### config.mk
export PLATFORM = sky130hd
export DESIGN_NAME = ep2_vector_sweeper_flat
export DESIGN_NICKNAME = d
export VERILOG_FILES = /design/src/rtl/ep2_vector_sweeper_pkg.sv /design/src/rtl/ep2_vector_sweeper_if.sv /design/src/rtl/ep2_vector_sweeper_hold.sv /design/src/rtl/ep2_vector_sweeper.sv /design/src/flat_wrapper.sv
export SDC_FILE = /design/constraint.sdc
export NUM_CORES = 1
export LEC_CHECK = 0
export CAP_MARGIN = 20
export CORE_MARGIN = 3
export CORE_UTILIZATION = 30
export DETAILED_ROUTE_END_ITERATION = 6
export MAX_ROUTING_LAYER = met4
export SYNTH_ARGS = -nofsm -noshare
export SYNTH_HDL_FRONTEND = slang
export SYNTH_SLANG_ARGS = --single-unit
### constraint.sdc
create_clock -name clk -period 2.2 [get_ports clk]
set_input_delay 0.22 -clock clk [delete_from_list [all_inputs] [get_ports clk]]
set_output_delay 0.22 -clock clk [all_outputs]
set_load 0.01 [all_outputs]
### src/rtl/ep2_vector_sweeper_pkg.sv
// Shared types and defaults for the ep2 exhaustive input sweeper.
// Imported by the sweeper top and its hold-window counter.
package ep2_sweep_pkg;

  localparam int N_IN_DEF = 4;
  localparam int HOLD_DEF = 20;

  typedef enum logic [1:0] {
    IDLE = 2'd0,
    HOLD = 2'd1,
    DONE = 2'd2
  } sweep_state_e;

endpackage

### src/rtl/ep2_vector_sweeper_if.sv
// Stimulus/capture bundle between the ep2 sweeper (slave) and whoever
// launches sweeps and models the function under test (master).
interface ep2_vector_sweeper_if #(
  parameter int N_IN = 4
);
  localparam int NV = 2**N_IN;

  logic            start;
  logic [NV-1:0]   expected;
  logic            s_in;
  logic [N_IN-1:0] vec;
  logic            busy;
  logic            done;
  logic            pass;
  logic [NV-1:0]   table_out;
  logic [NV-1:0]   fail_mask;

  modport master (
    output start, expected, s_in,
    input  vec, busy, done, pass, table_out, fail_mask
  );

  modport slave (
    input  start, expected, s_in,
    output vec, busy, done, pass, table_out, fail_mask
  );

endinterface

### src/rtl/ep2_vector_sweeper_hold.sv
// Hold-window timer for the ep2 sweeper: asserts last on the final clock
// of each HOLD_CYCLES-long window while enabled.
module sweep_hold_counter
  import ep2_sweep_pkg::*;
#(
  parameter int HOLD_CYCLES = HOLD_DEF
) (
  input  logic clk,
  input  logic rst_n,
  input  logic clr,
  input  logic en,
  output logic last
);

  localparam int CW = $clog2(HOLD_CYCLES + 1);
  localparam logic [CW-1:0] CNT_LAST = CW'(HOLD_CYCLES - 1);

  logic [CW-1:0] cnt_r;

  // Window counter: cleared on sweep launch, wraps to zero after each sample clock.
  always_ff @(posedge clk) begin
    if (!rst_n) begin
      cnt_r <= '0;
    end else if (clr) begin
      cnt_r <= '0;
    end else if (en) begin
      if (cnt_r == CNT_LAST) begin
        cnt_r <= '0;
      end else begin
        cnt_r <= cnt_r + CW'(1);
      end
    end
  end

  assign last = en && (cnt_r == CNT_LAST);

endmodule

### src/rtl/ep2_vector_sweeper.sv
// Exhaustive input sweeper for the ep2 4-input function: walks every input
// vector, samples s_in once per vector and compares the table to expected.
module ep2_vector_sweeper
  import ep2_sweep_pkg::*;
#(
  parameter int N_IN        = N_IN_DEF,
  parameter int HOLD_CYCLES = HOLD_DEF
) (
  input logic                 clk,
  input logic                 rst_n,
  ep2_vector_sweeper_if.slave sw
);

  localparam int NV = 2**N_IN;
  localparam logic [N_IN-1:0] VEC_LAST = {N_IN{1'b1}};

  sweep_state_e    state_r;
  logic [N_IN-1:0] vec_r;
  logic            busy_r;
  logic            done_r;
  logic            pass_r;
  logic [NV-1:0]   table_r;
  logic [NV-1:0]   exp_r;
  logic [NV-1:0]   next_table_s;
  logic            launch_s;
  logic            hold_en_s;
  logic            hold_last_s;

  assign launch_s  = ((state_r == IDLE) || (state_r == DONE)) && sw.start;
  assign hold_en_s = (state_r == HOLD);

  sweep_hold_counter #(
    .HOLD_CYCLES(HOLD_CYCLES)
  ) u_hold (
    .clk  (clk),
    .rst_n(rst_n),
    .clr  (launch_s),
    .en   (hold_en_s),
    .last (hold_last_s)
  );

  // Table as it will look after the current vector's sample lands; pass uses it directly.
  always_comb begin
    next_table_s        = table_r;
    next_table_s[vec_r] = sw.s_in;
  end

  // Sweep FSM with vector counter, table capture and result flags.
  always_ff @(posedge clk) begin
    if (!rst_n) begin
      state_r <= IDLE;
      vec_r   <= '0;
      busy_r  <= 1'b0;
      done_r  <= 1'b0;
      pass_r  <= 1'b0;
      table_r <= '0;
      exp_r   <= '0;
    end else begin
      case (state_r)
        IDLE, DONE: begin
          if (sw.start) begin
            vec_r   <= '0;
            table_r <= '0;
            exp_r   <= sw.expected;
            done_r  <= 1'b0;
            pass_r  <= 1'b0;
            busy_r  <= 1'b1;
            state_r <= HOLD;
          end
        end
        HOLD: begin
          if (hold_last_s) begin
            table_r <= next_table_s;
            if (vec_r == VEC_LAST) begin
              state_r <= DONE;
              busy_r  <= 1'b0;
              done_r  <= 1'b1;
              pass_r  <= (next_table_s == exp_r);
            end else begin
              vec_r <= vec_r + N_IN'(1);
            end
          end
        end
        default: begin
          state_r <= IDLE;
          busy_r  <= 1'b0;
          done_r  <= 1'b0;
        end
      endcase
    end
  end

  assign sw.vec       = vec_r;
  assign sw.busy      = busy_r;
  assign sw.done      = done_r;
  assign sw.pass      = pass_r;
  assign sw.table_out = table_r;
  assign sw.fail_mask = table_r ^ exp_r;

endmodule
### src/flat_wrapper.sv
// flat-port wrapper written by rule: the top's interface ports become plain ports
module ep2_vector_sweeper_flat import ep2_sweep_pkg::*;
#(
  parameter int N_IN        = N_IN_DEF,
  parameter int HOLD_CYCLES = HOLD_DEF
)
  (clk, rst_n, sw_start, sw_expected, sw_s_in, sw_vec, sw_busy, sw_done, sw_pass, sw_table_out, sw_fail_mask);
  ep2_vector_sweeper_if #(.N_IN(N_IN)) sw_i ();
  input logic clk;
  input logic rst_n;
  input wire logic [$bits(sw_i.start)-1:0] sw_start;
  input wire logic [$bits(sw_i.expected)-1:0] sw_expected;
  input wire logic [$bits(sw_i.s_in)-1:0] sw_s_in;
  output wire logic [$bits(sw_i.vec)-1:0] sw_vec;
  output wire logic [$bits(sw_i.busy)-1:0] sw_busy;
  output wire logic [$bits(sw_i.done)-1:0] sw_done;
  output wire logic [$bits(sw_i.pass)-1:0] sw_pass;
  output wire logic [$bits(sw_i.table_out)-1:0] sw_table_out;
  output wire logic [$bits(sw_i.fail_mask)-1:0] sw_fail_mask;
  assign sw_i.start = sw_start;
  assign sw_i.expected = sw_expected;
  assign sw_i.s_in = sw_s_in;
  assign sw_vec = sw_i.vec;
  assign sw_busy = sw_i.busy;
  assign sw_done = sw_i.done;
  assign sw_pass = sw_i.pass;
  assign sw_table_out = sw_i.table_out;
  assign sw_fail_mask = sw_i.fail_mask;
  ep2_vector_sweeper #(.N_IN(N_IN), .HOLD_CYCLES(HOLD_CYCLES)) u_core (.clk(clk), .rst_n(rst_n), .sw(sw_i));
endmodule
======== Word-level counts from Yosys, hierarchy flattened ========
Index checks and enable logic that the tools add are counted.
storage, ports and cells
  flip-flop bits (word level) ............. 46
  input bits .............................. 20
  logic and storage cells ................. 62
  output and inout port bits .............. 39
operators by class
  mux-type cells .......................... 26
  reduce and logical (&&, ||, !) cells .... 13
  $add $sub $neg .......................... 2
  bitwise gates (word level) .............. 2
  equality and inequality tests ........... 9
  magnitude comparators ................... 2
operators with widths
  operator                                                                 count
  16-bit two-way mux                                                       2
  16-bit one-hot mux with 2 select lines                                   1
  16-bit bitwise mux                                                       1
  16-bit == test                                                           1
  16-bit XOR                                                               1
  4-bit two-way mux                                                        3
  1-bit two-way mux                                                        9
  4-bit one-hot mux with 2 select lines                                    1
  4-bit AND reduction                                                      2
  2-bit two-way mux                                                        3
  1-bit one-hot mux with 2 select lines                                    3
  3-bit AND reduction                                                      2
  5-bit by 1-bit adder with 5-bit output, second input constant            1
  5-bit == test, second input constant                                     1
  4-bit by 5-bit < comparator with 1-bit output, second input constant     1
  5-bit two-way mux                                                        1
  4-bit by 1-bit adder with 4-bit output, second input constant            1
  1-bit demux with 4-bit select                                            1
  4-bit == test, second input constant                                     1
  4-bit by 1-bit >= comparator with 1-bit output, second input constant    1
  2-bit by 1-bit inequality test with 1-bit output, second input constant  2
  2-bit inequality test, second input constant                             2
  2-bit one-hot mux with 2 select lines                                    1
  2-bit OR reduction                                                       2
  8 further kinds                                                          10

======== Longest topological paths before layout ========
  depth after elaboration ................. 9
  depth in mapped cells ................... 8
  depth with buffers taken out ............ 8

======== Hierarchy ========
From an unflattened synthesis, not the netlist that was laid out.
unflattened totals
  cells, all modules ...................... 326
  area, all modules ....................... 2733.9 um^2
by module, submodules not included
  module              times used  area an instance (um^2)  cells an instance
  ep2_vector_sweeper  1           2463.6                   299
  sweep_hold_counter  1           270.3                    27

======== Worst setup path before layout ========
OpenSTA, ideal clock, no wires.
  kind .................................... reg-to-reg
  from .................................... reg u_core.vec_r[0], in the netlist u_core.sw.vec[0]
  to ...................................... reg u_core.pass_r, in the netlist u_core.sw.pass
  data arrival time ....................... 1.836 ns
  buffers on the path ..................... 0
  setup slack ............................. 0.280 ns
  stages on the path, launching flop included .. 8
  data required time ...................... 2.116 ns
  setup time .............................. 0.084 ns
  cells stage by stage .................... dfxtp_1 > ha_1 > nor3b_1 > nor3b_1 > a2111oi_2 > and3_1 > nand4_1 > o31ai_2
on the way
  cells in the longest elaborated chain, start to end .. 9
  elaborated cells on any way between the ends .. 13
ends and longest elaborated chain
  item                                                                                                                                          line                      RTL
  start, declared                                                                                                                               ep2_vector_sweeper.sv:18  logic [N_IN-1:0] vec_r;
  start signal, assigned                                                                                                                        ep2_vector_sweeper.sv:80  vec_r <= vec_r + N_IN'(1);
  4-bit by 5-bit < comparator with 1-bit output (not written as such) / 4-bit by 1-bit >= comparator with 1-bit output (equally long branches)  ep2_vector_sweeper.sv:45  next_table_s[vec_r] = sw.s_in;
  1-bit logical AND (not written as such)                                                                                                       ep2_vector_sweeper.sv:45
  1-bit two-way mux (not written as such)                                                                                                       ep2_vector_sweeper.sv:45
  1-bit demux with 4-bit select                                                                                                                 --
  16-bit bitwise mux                                                                                                                            ep2_vector_sweeper.sv:45
  16-bit == test                                                                                                                                ep2_vector_sweeper.sv:78  pass_r <= (next_table_s == exp_r);
  1-bit two-way mux                                                                                                                             ep2_vector_sweeper.sv:74  if (vec_r == VEC_LAST) begin
  1-bit two-way mux                                                                                                                             ep2_vector_sweeper.sv:72  if (hold_last_s) begin
  1-bit one-hot mux with 2 select lines                                                                                                         ep2_vector_sweeper.sv:59  case (state_r)
  end signal, assigned                                                                                                                          ep2_vector_sweeper.sv:78
  end, declared                                                                                                                                 ep2_vector_sweeper.sv:21  logic pass_r;
Several ways; a longest one is shown, not always the timed one. The select of a mux whose other input is x is not followed.
A chain may end at the register's enable or synchronous reset.

======== Worst setup path after layout ========
  from .................................... reg u_core.vec_r[1], in the netlist u_core.sw.vec[1]
  to ...................................... reg u_core.pass_r, in the netlist u_core.sw.pass
The elaborated chain is that of the path after synthesis.

==> results.toml <==
[finish]
antenna_cells = 0
drive_gt1_share_pct = 10.0
final_cells = 494
area_growth_pct = 33.9
nets = 414

[floorplanning]
core_region_area_um2 = 8300
boundaryPins = 59
die_h_um = 99.1
die_w_um = 99.1
rows = 33
initial_core_util_pct = 31.3
fp.dieArea_um2 = 9820

[worst_setup_path]
startpoint_type = "register"
required_ns = 2.42
slowest_stage = "or3b_2"
worst_setup_path_end_kind = "register"
crit_buf_inv = 1
path_class = "register to register"
r2r_cells = 8
max_stage_delay_ns = 0.51
reg2reg_from = "u_core.sw.vec[1]"
r2r_end = "u_core.sw.pass"
worst-path-max-fanout = 7
crit_chain = "inv_1 -> ha_2 -> or3b_2 -> nand3b_1 -> o211ai_1 -> nor3_1 -> nand4_1 -> o31ai_2"
rrSetupSlack_ns = 0.11
cp.arrival_ns = 2.31
critPathTopFamily = "simple AND/OR/NAND/NOR gates"

[sta]
fin_crit_sh_pct = 95.0
fin_skew_ns = 0.00504
slew_violations = 0
min_period_ns = 2.09
hold_viol = 0
setup_tns_ns = 0
hold_ws_ns = 0.459
rsz0062_at_grt = "no"
tightest_slew_ns = 0.551
setup_viol = 0
slew_headroom_pct = 63.1
fmaxAchievable_mhz = 479

[drt]
vias = 2445
avgViaCountPerCell = 4.95
wl_per_cell_um = 15.7
antenna_left = 0
drt-pass1-iter-count = 4
drc = 0
drt_iter0_drc = 83
drt_wl_total_um = 7730

[yosys]
ys_types = 45
synth_flop_cell = "dfxtp_1"
ys_seq_area_share_pct = 34.6
synth-edff-count = 0
synth_area_per_cell_um2 = 8.12
syn_inst = 320
ys_ff_latch = 45
synth_area_um2 = 2600
synthArstFlopShare_pct = 0
syn_nets = 346
yosysWarnings = 0

[power_and_ir_drop]
powerDensity_nw_per_um2 = 512
vdd_drop_max_mv = 0.238
power.leakage_nw = 1.47

[clock_network]
clk_path_buf_depth = 2
cts_made_buffers = 5
cts-root-buf = "clkbuf_8"
htree_levels = 2
cts_tree = "built"
ctsResizeCount = 0
hold_buffers = 0
clock_latency_ns = 0.30
post_cts_buffers = 0
clkTransAtPathRegs_ns = 0.09
cts.sinks = 45

[hold_path]
worst_hold_path.num_cells = 3
min_from = "sw_expected[15]"
hp-class = "input port to register"
hold_end = "u_core.exp_r[15]"

[global_route]
grt_start_max_net_pins = 22
gr-total-overflow = 0
grt_first_pass_wirelength_um = 12900
antenna_found_initial = 0
grt_use_total_pct = 16.8
grt_pass1_vias = 2459

[placed_design]
gp_congestion = 0.912
numPortBuffers = 58
placed_cells = 486
hpwl_um = 6020

[run]
maxCapViolCount = 0

[run_status]
status = "finished, final reports clean"
-- registers in the layout, summed over array words and instances, names as in the netlist --
register	cells
u_core.sw.vec	4
u_core.sw.busy	1
u_core.exp_r	16
u_core.u_hold.cnt_r	5
u_core.sw.table_out	16
u_core.sw.pass	1
u_core.state_r	2
-- cell usage in the layout, fill, tap and decap left out, types with 2 or more instances in the layout --
| cell type | netlist | layout |
|---|---|---|
| a21oi_1 | 33 | 33 |
| a22o_1 | 5 | 5 |
| a22oi_1 | 3 | 3 |
| and2_1 | 2 | 2 |
| and3_1 | 4 | 4 |
| buf_4 | 0 | 19 |
| clkbuf_8 | 0 | 6 |
| clkdlybuf4s50_1 | 0 | 58 |
| dfxtp_1 | 45 | 45 |
| ha_1 | 6 | 4 |
| ha_2 | 0 | 2 |
| inv_1 | 7 | 7 |
| mux2i_1 | 12 | 12 |
| nand2_1 | 53 | 53 |
| nand2b_1 | 4 | 4 |
| nand3_1 | 8 | 8 |
| nand3b_1 | 4 | 4 |
| nand3b_4 | 2 | 2 |
| nand4_1 | 4 | 4 |
| nor2_1 | 18 | 18 |
| nor2b_1 | 8 | 8 |
| nor3_1 | 2 | 2 |
| nor3b_1 | 8 | 8 |
| o21ai_0 | 29 | 29 |
| o22ai_1 | 2 | 2 |
| or3b_2 | 2 | 2 |
| xnor2_1 | 5 | 5 |
| xor2_1 | 21 | 21 |
-- worst reg2reg max path, delay by kind of cell (launching register included) --
kind,cells,cell delay (ns)
adder cells (fa/ha/maj),1,0.22
flip-flops,1,0.39
AO/OA/AOI/OAI,2,0.27
AND/OR/NAND/NOR,4,1.03
buffers and inverters,1,0.11
-- worst max path at each step --
stage	from	depth (start not counted)	slack, ns	end
2_1_floorplan	u_core.sw.vec[0]	7	0.28	u_core.sw.pass
3_3_place_gp	u_core.sw.vec[1]	8	0.11	u_core.sw.pass
3_5_place_dp	u_core.sw.vec[1]	8	0.10	u_core.sw.pass
4_1_cts	u_core.sw.vec[1]	8	0.09	u_core.sw.pass
5_1_grt	u_core.sw.vec[1]	8	0.005	u_core.sw.pass
6_report	u_core.sw.vec[1]	8	0.11	u_core.sw.pass
-- power breakdown --
group	internal, mW	leakage [nW]	total, mW	switching, mW
combinational	0.127	1.05	0.249	0.123
clock	0.371	0.0585	0.662	0.291
sequential	0.838	0.366	0.871	0.0333
total	1.34	1.47	1.78	0.447
-- synthesized netlist by cell type, drive strengths merged, types with 3 or more instances --
library cell,n,area share (%)
ha,6,2.9
nor2,18,2.6
a21oi,33,6.4
dfxtp,45,35
nand2b,4,0.96
nand2,53,7.7
nor2b,8,1.9
nand3b,6,2.7
clkbuf,7,1.0
mux2i,12,4.6
xnor2,5,1.7
nand4,4,0.96
nor3b,9,2.8
buf,9,2.6
a22o,5,1.7
nand3,8,1.5
o21ai,29,5.6
a22oi,3,0.87
and2,3,0.72
inv,7,1.0
xor2,21,7.1
and3,4,0.96
-- layout make-up --
| cell class | count | area [um2] |
|---|---|---|
| clock buffers | 7 | 86.3 |
| clock inverters | 1 | 30.0 |
| fillers | 863 | 4820 |
| inverters | 7 | 26.3 |
| multi-input cells | 252 | 1580 |
| flip-flops and latches | 45 | 901 |
| well taps | 105 | 131 |
| repair buffers | 77 | 723 |
-- cells by family (layout without fill, tap and decap cells) --
family	count (synthesis)	count (layout)	share of synthesized area, %
buffers and inverters	23	92	4.62
AND/OR/NAND/NOR	124	124	25.0
adder cells (fa/ha/maj)	6	6	2.89
XOR/XNOR	26	26	8.76
multiplexers	13	13	5.05
AO/OA/AOI/OAI	83	83	19.0
flip-flops	45	45	34.6
-- stage by stage --
stage	setup slack [ns]	power (mW)	instance area, um2	utilization [%]
2_1_floorplan	0.280	1.01	2600	-
3_3_place_gp	0.112	1.14	3360	40.5
3_5_place_dp	0.101	1.14	3360	40.5
4_1_cts	0.0935	1.81	3480	41.9
5_1_grt	0.00503	1.87	3480	42.0
6_report	0.111	1.78	3480	42.0
-- per-layer routing --
metal	share of wire [%]	up-vias	global-route usage, %
met5	0	-	-
met4	0.85	0	3.47
met3	4.8	7	2.03
met2	45	63	26.4
met1	49	1124	23.2
li1	-	1251	-
(Power assumes the default switching activity.)
